File: src/rtl/vol_meter_display.sv
// vol_meter_display: segmented vertical volume bar renderer for the OLED pixel mux.
// Samples the level once per frame, smooths it (instant attack, timed release),
// tracks an optional peak-hold marker and renders registered RGB565 pixels.
// Optional feature macro: VOL_PEAK_HOLD_EN (peak registers, hold counter, white marker).
module vol_meter_display #(
  parameter int WIDTH        = 96,
  parameter int HEIGHT       = 64,
  parameter int SEGS         = 15,
  parameter int LVL_W        = 4,
  parameter int SEG_PITCH    = 4,
  parameter int BAR_X0       = 40,
  parameter int BAR_W        = 16,
  parameter int GREEN_SEGS   = 5,
  parameter int YELLOW_SEGS  = 5,
  parameter int DECAY_FRAMES = 4,
  parameter int HOLD_FRAMES  = 30
) (
  input  logic             clk,
  input  logic             reset,
  input  logic [LVL_W-1:0] level,
  input  logic             freeze,
  input  logic [1:0]       border_mode,
  input  logic [12:0]      pixel_index,
  output logic [15:0]      oled_data,
  output logic [LVL_W-1:0] disp_level,
  output logic [LVL_W-1:0] peak_level
);

  localparam int DC_W = (DECAY_FRAMES > 1) ? $clog2(DECAY_FRAMES) : 1;

  logic             prev_zero;
  logic             pix_zero;
  logic             upd;
  logic [LVL_W-1:0] lvl_sat;
  logic [DC_W-1:0]  dcnt;
  logic [DC_W-1:0]  dcnt_nxt;
  logic [LVL_W-1:0] disp_nxt;
  logic             marker_en;

  assign pix_zero = (pixel_index == 13'd0);
  // State only moves on the first cycle of a zero run, and never while frozen.
  assign upd      = pix_zero && !prev_zero && !freeze;
  assign lvl_sat  = (level > LVL_W'(SEGS)) ? LVL_W'(SEGS) : level;

  // Attack jumps straight up; release steps down one segment every DECAY_FRAMES ticks.
  always_comb begin
    disp_nxt = disp_level;
    dcnt_nxt = dcnt;
    if (lvl_sat >= disp_level) begin
      disp_nxt = lvl_sat;
      dcnt_nxt = '0;
    end else if (dcnt == DC_W'(DECAY_FRAMES - 1)) begin
      disp_nxt = disp_level - LVL_W'(1);
      dcnt_nxt = '0;
    end else begin
      dcnt_nxt = dcnt + DC_W'(1);
    end
  end

  // Frame-tick edge detector and smoothed level register.
  always_ff @(posedge clk or posedge reset) begin
    if (reset) begin
      prev_zero  <= 1'b0;
      disp_level <= '0;
      dcnt       <= '0;
    end else begin
      prev_zero <= pix_zero;
      if (upd) begin
        disp_level <= disp_nxt;
        dcnt       <= dcnt_nxt;
      end
    end
  end

`ifdef VOL_PEAK_HOLD_EN
  localparam int HC_W = $clog2(HOLD_FRAMES + 1);
  logic [LVL_W-1:0] peak_q;
  logic [HC_W-1:0]  hcnt;

  // Peak follows the new displayed level upward, holds, then falls one step per tick.
  always_ff @(posedge clk or posedge reset) begin
    if (reset) begin
      peak_q <= '0;
      hcnt   <= '0;
    end else if (upd) begin
      if (disp_nxt >= peak_q) begin
        peak_q <= disp_nxt;
        hcnt   <= HC_W'(HOLD_FRAMES);
      end else if (hcnt != '0) begin
        hcnt <= hcnt - HC_W'(1);
      end else begin
        peak_q <= peak_q - LVL_W'(1);
      end
    end
  end

  assign peak_level = peak_q;
  assign marker_en  = (peak_q > disp_level);
`else
  assign peak_level = disp_level;
  assign marker_en  = 1'b0;
`endif

  logic [12:0] px_x, px_y, row_r, seg_k, bw;
  logic        on_screen, border, gap_row, in_bar, is_marker;
  logic [15:0] pix_nxt;

  assign px_x      = pixel_index % 13'(WIDTH);
  assign px_y      = pixel_index / 13'(WIDTH);
  assign on_screen = (pixel_index < 13'(WIDTH * HEIGHT));
  assign row_r     = 13'(HEIGHT - 1) - px_y;
  assign seg_k     = row_r / 13'(SEG_PITCH);
  assign gap_row   = ((row_r % 13'(SEG_PITCH)) == 13'(SEG_PITCH - 1));
  assign in_bar    = (px_x >= 13'(BAR_X0)) && (px_x < 13'(BAR_X0 + BAR_W)) &&
                     !gap_row && (seg_k < 13'(SEGS));
  // marker_en implies peak_level >= 1, so the subtraction cannot wrap when it matters.
  assign is_marker = marker_en && (seg_k == (13'(peak_level) - 13'd1));

  // Border width lookup and border hit test.
  always_comb begin
    case (border_mode)
      2'd0:    bw = 13'd0;
      2'd1:    bw = 13'd1;
      2'd2:    bw = 13'd3;
      default: bw = 13'd5;
    endcase
    border = (px_x < bw) || (px_x >= 13'(WIDTH) - bw) ||
             (px_y < bw) || (px_y >= 13'(HEIGHT) - bw);
  end

  // Colour priority: border, peak marker, lit segment by zone, black.
  always_comb begin
    pix_nxt = 16'h0000;
    if (!on_screen) begin
      pix_nxt = 16'h0000;
    end else if (border) begin
      pix_nxt = 16'hFFFF;
    end else if (in_bar && is_marker) begin
      pix_nxt = 16'hFFFF;
    end else if (in_bar && (seg_k < 13'(disp_level))) begin
      if (seg_k < 13'(GREEN_SEGS))                    pix_nxt = 16'h07E0;
      else if (seg_k < 13'(GREEN_SEGS + YELLOW_SEGS)) pix_nxt = 16'hFFE0;
      else                                            pix_nxt = 16'hF800;
    end
  end

  // One-cycle registered pixel output.
  always_ff @(posedge clk or posedge reset) begin
    if (reset) oled_data <= 16'h0000;
    else       oled_data <= pix_nxt;
  end

endmodule

File: config.mk
export PLATFORM = sky130hd
export DESIGN_NAME = vol_meter_display
export DESIGN_NICKNAME = d
export VERILOG_FILES = /design/src/rtl/vol_meter_display.sv
export SDC_FILE = /design/constraint.sdc
export NUM_CORES = 1
export LEC_CHECK = 0
export ABC_CLOCK_PERIOD_IN_PS = 4100
export BUFFER_PORTS_ARGS = -buffer_cell sky130_fd_sc_hd__buf_4
export CAP_MARGIN = 25
export CORE_UTILIZATION = 59
export DETAILED_ROUTE_END_ITERATION = 8
export PLACE_DENSITY = 0.83
export RECOVER_POWER = 50
export SLEW_MARGIN = 20
export SYNTH_ARGS = -nofsm -noshare
export SYNTH_HDL_FRONTEND = slang
export SYNTH_SLANG_ARGS = --single-unit
File: constraint.sdc
create_clock -name clk -period 4.1 [get_ports clk]
set_input_delay 0.41 -clock clk [delete_from_list [all_inputs] [get_ports clk]]
set_output_delay 0.41 -clock clk [all_outputs]
set_load 0.05 [all_outputs]
* Yosys cells after proc, flatten, opt, wreduce, memory -nomap -nowiden
Cells that the tools add are included.
** Word-level totals
- Register bits :: 23
- Bits of input ports :: 22
- Word-level logic and storage cells :: 55
** Operators by class
- Add/subtract/negate cells :: 5
- Div/mod/pow operators :: 2
- Magnitude comparators :: 13
- Equal/unequal tests :: 4
- Multiplexer cells :: 11
- Reductions and logical operators :: 16
** Operators by type and width (count)
- 16-bit two-way mux :: 4
- 13-bit greater-or-equal comparator :: 2
- 13-bit < comparator :: 2
- 7-bit by 13-bit subtractor with 13-bit output (first input constant) :: 2
- 11-bit by 4-bit < comparator with 1-bit output (second input constant) :: 2
- 13-bit by 7-bit divider with 13-bit output (second input constant) :: 1
- 13-bit by 6-bit greater-or-equal comparator with 1-bit output (second input constant) :: 1
- 13-bit logical NOT :: 1
- 13-bit < comparator (second input constant) :: 1
- 13-bit by 6-bit < comparator with 1-bit output (second input constant) :: 1
- 13-bit by 7-bit modulo with 13-bit output (second input constant) :: 1
- 6-bit by 13-bit subtractor with 13-bit output (first input constant) :: 1
- 4-bit two-way mux :: 3
- 11-bit by 3-bit < comparator with 1-bit output (second input constant) :: 1
- 11-bit by 4-bit < comparator with 1-bit output :: 1
- 11-bit two-way mux :: 1
- 3-bit case mux with 3 select lines :: 1
- 2-bit == test (second input constant) :: 3
- 1-bit logical AND :: 6
- 4-bit greater-or-equal comparator :: 1
- 4-bit > comparator (second input constant) :: 1
- 2-bit two-way mux :: 2
- 4-bit by 1-bit subtractor with 4-bit output (second input constant) :: 1
- 1-bit logical NOT :: 3
- 6 further kinds :: 8

* Logic depth before layout (Yosys ltp)
Gate-level depths: netlist of the first run.
- Word-level depth :: 10
- Depth in mapped cells :: 19
- Mapped depth without buffers :: 17

* Worst setup path after synthesis of the first run
OpenSTA, ideal clock, no wires.
- Kind :: input -> register
- Start :: input port pixel_index[9]
- End :: register oled_data[10]
- Setup time :: 128 ps
- Data arrival time :: 3439 ps
- Required time :: 3972 ps
- Slack :: 534 ps
- Cell stages on the path :: 17
- Cells stage by stage :: buf_6 nor2b_1 or4_1 and3_1 nor2_1 a21oi_1 o21ai_0 a21oi_1 ha_1 nand2b_1 a21o_1 a21oi_1 o21ai_0 a221oi_1 o311a_1 o221a_1 o21ai_1
** On the way
- Longest elaborated chain between the ends :: 10
- Elaborated cells between the ends (all ways) :: 28
- Those cells by class :: add/sub: 1; div: 2; order compare: 11; eq/ne: 1; mux: 5; reduce/logical: 8
** RTL lines
- start, declared :: line 23 : input logic [12:0] pixel_index,
- branches (longest 9 deep; another with 13-bit by 7-bit divider with 13-bit output)
- 16-bit two-way mux * :: line 134 : if (!on_screen) begin
- named net pix_nxt[10] :: line 106 : logic [15:0] pix_nxt;
- end signal, assigned :: line 150 : else oled_data <= pix_nxt;
- end, declared :: line 24 : output logic [15:0] oled_data,
Mark *: on every way through the listed nets, which the timed path passes.
A chain may end at the register's enable or synchronous reset.

* Worst setup path after layout of the first run
- Start :: input port pixel_index[10]
- End :: register oled_data[10]
Same word-level chain as after synthesis.

==> impl_metrics.csv, run 1 <==
group,metric,value,unit
run_status,status,"finished clean",
synth,synth_nets,318,
critical_path,end_kind,"flop",
floorplanning,fp.dieArea,3590,sq um
timing,tightest_slew,0.656,ns
floorplanning,design.core.area,3130,sq um
routing,wirelength,4.26,mm
synth,ys_ff_latch,10,
routing,vias,1952,
final_layout,fillers,290,
critical_path,cpPeakStageDelay,0.56,ns
synth,synth_top_area_share,18.4,%
clock_network,cts_sinks,10,
placed_design,preCtsSetupSlack,0.255,ns
power,peakVddDrop,0.000125,V
clock_network,cts_buffers,3,
placed_design,placed_area,2170,sq um
floorplanning,floorplan.initialDensity,63.2,%
final_layout,fin_area,2170,sq um
synth,async_flop_share,100,%
synth,synth_common_cells,"ha_1 (29), nand2_1 (28), inv_1 (23)",
synth,yosysMostFrequentCell,"ha_1",
placed_design,gp_congestion,0.878,
critical_path,critPathLaunchType,"primary input",
power,power_density,274,nW/um^2
global_route,grt.overflow.total,0,
timing,setup_slack,0.481,ns
timing,rsz0062_at_grt,"false",
synth,ys.warnings.count,0,
final_layout,areaGrowthSynthToFinish,9.56,%
floorplanning,die_h,59.9,microns
floorplanning,num_rows,20,
final_layout,instances_no_fill,330,
run,maxCapViolCount,0,
floorplanning,dieWidth,59.9,microns
clock_network,cts_max_level,1,
min_path,min_path_type,"in -> async",
critical_path,crit_fanout,14,
clock_network,clockBufferDepth,2,
critical_path,crit_type,"in -> reg",
final_layout,regArea,250,sq um
placed_design,detailedPlacementHpwl,3.44,mm
timing,tns,0,ns
routing,routed_via_density,5.92,
routing,ant_nets,0,
routing,drt-initial-drc-count,142,
floorplanning,ios,46,
clock_network,cts_tree,"done",
synth,synth.largest_area_cell,"ha_1",
power,power.leakage,1.07,nW
placed_design,portBuffers,45,
routing,drc_errors,0,
global_route,grt_pass1_vias,1597,
synth,synth_cell_types,54,
synth,ys_seq_area_share,12.7,%
global_route,grt_pass1_wl,6.84,mm
critical_path,crit_chain,"buf_4 > nor2b_1 > or4_1 > and3_1 > nor3_2 > o21ai_0 > o311a_1 > a21oi_1 > ha_1 > nand2b_1 > a21o_1 > a21oi_1 > o21ai_0 > a221oi_1 > o311a_1 > o221a_1 > o21ai_1",
clock_network,clock-root-buffer,"clkbuf_4",
timing,min_period_over_period,88.3,%
timing,hold_violations,0,
synth,syn_area_per_cell,7.40,sq um
synth,synth_edf_count,0,
placed_design,place_inst,326,
critical_path,worstPathArrival,3.76,ns
clock_network,clk_pin_slew,0.07,ns
critical_path,cp_slowest_cell,"or4_1",
clock_network,clk_latency,0.26,ns
global_route,grt_max_degree,22,
synth,synthCells,267,
timing,fmax,0.276,GHz
routing,drt-wirelength-per-cell,12.9,microns
global_route,grt_usage,24.3,%
timing,period_needed,3.62,ns
clock_network,cts_setup_buffers,0,
timing,setup_viol,0,
critical_path,worstPathRequired,4.24,ns
routing,first_pass_iters,4,
final_layout,fin_nets,338,
timing,maxSlewHeadroom,55.6,%
clock_network,ctsResizeCount,0,
synth,synthFlopType,"dfrtp_1",
synth,synth.area.top_cells,"ha_1 (18%), dfrtp_1 (13%), buf_4 (6.5%), nand2_1 (5.3%), a21oi_1 (5.1%)",
timing,final_max_slew_viol_count,0,
final_layout,diodes,0,
clock_network,hold_buffers,0,
final_layout,multi_input_area,1430,sq um
timing,finClkSkew,0.00211,ns
timing,whs,0.119,ns
final_layout,layout-drive-gt1-share,16.4,%
synth,syn-cell-area,1980,sq um
global_route,grt_antenna_before_repair,0,
-- per-layer routing --
metal	GRT usage [%]	part of all wire [%]	wire, microns	up-vias
met3	4.11	6.6	280	0
met5	0	0	0	-
met1	34.3	46	1970	876
li1	-	-	-	988
met2	40.0	47	2000	88
met4	1.99	0	0	0
-- registers in the layout (all words and copies together), names as in the netlist --
name	flops
prev_zero	1
dcnt	2
oled_data	3
disp_level	4
-- area by class of cell --
type	instances	share of cell area (%)
multi-input cells	202	65.9
repair buffers	46	14.0
flip-flops and latches	10	11.6
inverters	24	4.27
well taps	44	2.54
clock buffers	4	1.68
-- worst max-delay path, delay by kind of cell --
| kind | cells | cell delay, ns |
|---|---|---|
| compound gates | 10 | 1.65 |
| fa+ha+maj | 1 | 0.24 |
| buf+inv | 1 | 0.16 |
| simple gates | 5 | 1.30 |
-- path summary, 6_finish.rpt --
check / start / endpoint / slack [ns] / cells past startpoint
worst max-delay path: pixel_index[10] / oled_data[10] / 0.48 / 17
worst min-delay path: reset / disp_level[3] / 0.12 / 2
worst max register to register: disp_level[0] / disp_level[0] / 1.63 / 9
worst min register to register: dcnt[0] / dcnt[0] / 0.51 / 1
max in group asynchronous: reset / disp_level[0] / 3.71 / 2
min in group clk: level[0] / disp_level[0] / 0.39 / 3
-- cell usage in the layout, fill, tap and decap left out, drive strengths merged, types with 2 or more instances in the layout --
cell type  count
buf           34
ha            29
nand2         28
inv           24
a21oi         20
o21ai         19
clkbuf        16
a21o          10
dfrtp         10
nor2           9
nor2b          9
nand3          9
nand2b         7
nor3           7
or3            4
mux2i          4
nand4          3
a22oi          3
and3           3
o221ai         3
a32oi          3
o22ai          2
o211ai         2
o311a          2
xor2           2
nor3b          2
a31o           2
-- logic make-up (layout without fill, tap and decap cells) --
| group | after synthesis | after routing | share of synthesized area (%) |
|---|---|---|---|
| buffers and inverters | 55 | 74 | 15.1 |
| flip-flops | 10 | 10 | 12.7 |
| AND/OR/NAND/NOR | 89 | 89 | 23.6 |
| adder cells (fa/ha/maj) | 30 | 30 | 18.9 |
| XOR/XNOR | 3 | 3 | 1.33 |
| multiplexers | 6 | 6 | 3.73 |
| AO/OA/AOI/OAI | 74 | 74 | 24.7 |
-- stage by stage --
stage               utilization (%)  power, mW
CTS                            70.6      0.616
global placement               69.4      0.518
finish                         69.2      0.594
global route                   69.2      0.635
floorplan                         -      0.459
detailed placement             69.4      0.525
-- power breakdown --
part           switching (mW)  leakage, nW  internal, mW  total [mW]
clock                  0.0346       0.0210        0.0539      0.0886
combinational           0.271        0.927         0.119       0.390
sequential            0.00877        0.125         0.106       0.115
total                   0.314         1.07         0.279       0.594
No activity file was read; power rests on OpenSTA's default activity.
==> inputs of run 2 (changes only) <==
CORE_UTILIZATION = 35   (was 59)
PLACE_DENSITY = 0.53   (was 0.83)
==> impl_metrics.csv, run 2 (same netlist as run 1, synthesis figures left out) <==
group,metric,value,unit
run_status,status,"finished clean",
timing,fmax,0.275,GHz
final_layout,layout_common_cells,"buf_4 (34), ha_1 (29), nand2_1 (28)",
clock_network,cts_tree,"done",
final_layout,layout_commonest_cell,"buf_4",
clock_network,cts_buffers,3,
global_route,grt_usage,15.7,%
placed_design,detailedPlacementHpwl,3.75,mm
clock_network,ctsResizeCount,0,
final_layout,largest_reg_flops,4,
routing,met2_length,2.12,mm
critical_path,worstPathRequired,4.22,ns
timing,maxSlewHeadroom,53.1,%
routing,m1WireLength,2.33,mm
clock_network,cts_max_level,1,
clock_network,hold_buffers,0,
floorplanning,ios,46,
min_path,min_path_type,"in -> async",
routing,dr_wl_met3,201,microns
routing,drt-wirelength-per-cell,13.1,microns
timing,rsz0062_at_grt,"false",
timing,period_needed,3.64,ns
floorplanning,die_h,77.2,microns
final_layout,top_register,"disp_level",
final_layout,areaGrowthSynthToFinish,12.2,%
routing,first_pass_iters,4,
routing,ant_nets,0,
floorplanning,floorplan.initialDensity,37.5,%
timing,hold_violations,0,
floorplanning,fp.dieArea,5950,sq um
timing,tightest_slew,0.693,ns
power,power_density,286,nW/um^2
run,maxCapViolCount,0,
routing,drc_errors,0,
final_layout,reg_top3,"disp_level x4, oled_data x3, dcnt x2",
clock_network,clk_latency,0.24,ns
clock_network,cts_setup_buffers,0,
timing,finClkSkew,0.00277,ns
clock_network,clock-root-buffer,"clkbuf_8",
critical_path,critPathLaunchType,"primary input",
global_route,grt_pass1_vias,1696,
routing,top_layer,"met4",
placed_design,gp_congestion,0.823,
routing,routed_via_density,5.33,
final_layout,diodes,0,
floorplanning,dieWidth,77.2,microns
power,power.leakage,1.08,nW
timing,tns,0,ns
final_layout,fillers,600,
clock_network,cts_sinks,10,
global_route,grt_antenna_before_repair,0,
critical_path,end_kind,"flop",
timing,min_period_over_period,88.8,%
placed_design,portBuffers,45,
global_route,grt.overflow.total,0,
floorplanning,num_rows,26,
timing,whs,0.165,ns
global_route,grt_max_degree,22,
placed_design,preCtsSetupSlack,0.240,ns
routing,wirelength,4.67,mm
critical_path,worstPathArrival,3.76,ns
critical_path,crit_fanout,21,
final_layout,final_util,42.1,%
clock_network,clockBufferDepth,2,
critical_path,crit_type,"in -> reg",
routing,drt-initial-drc-count,130,
timing,setup_slack,0.461,ns
global_route,grt_pass1_wl,7.77,mm
floorplanning,design.core.area,5270,sq um
timing,setup_viol,0,
final_layout,layout-drive-gt1-share,16.4,%
clock_network,clk_pin_slew,0.05,ns
power,peakVddDrop,0.000244,V
routing,vias,1898,
timing,final_max_slew_viol_count,0,
final_layout,fin_nets,338,
[run 2: changes by cell type in the layout (fill, tap and decap cells not counted)]
cell / before / now
clkbuf_8: 1 / 4
clkbuf_4: 4 / 1
[run 2: worst max-delay path, stage by stage]
cell	delay, ns
buf_4	0.20
or4bb_1	0.51
o211ai_1	0.10
a22oi_1	0.12
and3_1	0.31
inv_4	0.16
a21oi_1	0.05
o21ai_0	0.15
a21oi_1	0.09
ha_1	0.29
nand2b_1	0.14
a21o_1	0.17
a21oi_1	0.14
o21ai_0	0.10
a221oi_1	0.30
o311a_1	0.21
o221a_1	0.22
o21ai_1	0.08
[run 2: power breakdown]
part | total (mW) | leakage [nW] | internal, mW | switching, mW
clock network | 0.125 | 0.0288 | 0.0846 | 0.0402
registers | 0.116 | 0.125 | 0.106 | 0.00922
logic | 0.395 | 0.928 | 0.124 | 0.271
total | 0.635 | 1.08 | 0.315 | 0.320
[run 2: path summary, 6_finish.rpt]
check                               start             to  slack, ns  cells after the start
hold reg to reg                   dcnt[0]        dcnt[0]       0.50                      1
setup reg to reg            disp_level[0]  disp_level[0]       1.64                      9
hold / removal                      reset  disp_level[2]       0.17                      2
max in group asynchronous           reset        dcnt[0]       3.64                      2
setup / recovery           pixel_index[9]  oled_data[10]       0.46                     18
min in group clk                 level[0]  disp_level[0]       0.41                      3
[run 2: metal layers]
metal | GRT usage (%) | vias to the layer above
met4 | 1.70 | 0
met1 | 21.9 | 869
met5 | 0 | -
met3 | 2.38 | 2
met2 | 26.1 | 45
li1 | - | 982
[run 2: area by class of cell]
| cell class | count | area, sq um | area share (%) |
|---|---|---|---|
| clock buffers | 4 | 55.1 | 2.48 |
| inverters | 24 | 92.6 | 4.18 |
| multi-input cells | 202 | 1430 | 64.4 |
| flip-flops and latches | 10 | 250 | 11.3 |
| well taps | 70 | 87.6 | 3.95 |
| repair buffers | 46 | 304 | 13.7 |
[run 2: metrics by stage]
step | cell area (sq um) | power (mW) | instances
CTS | 2260 | 0.657 | 356
finish | 2220 | 0.635 | 356
global route | 2220 | 0.677 | 356
floorplan | 1980 | 0.459 | 267
detailed placement | 2200 | 0.528 | 352
global placement | 2200 | 0.526 | 352
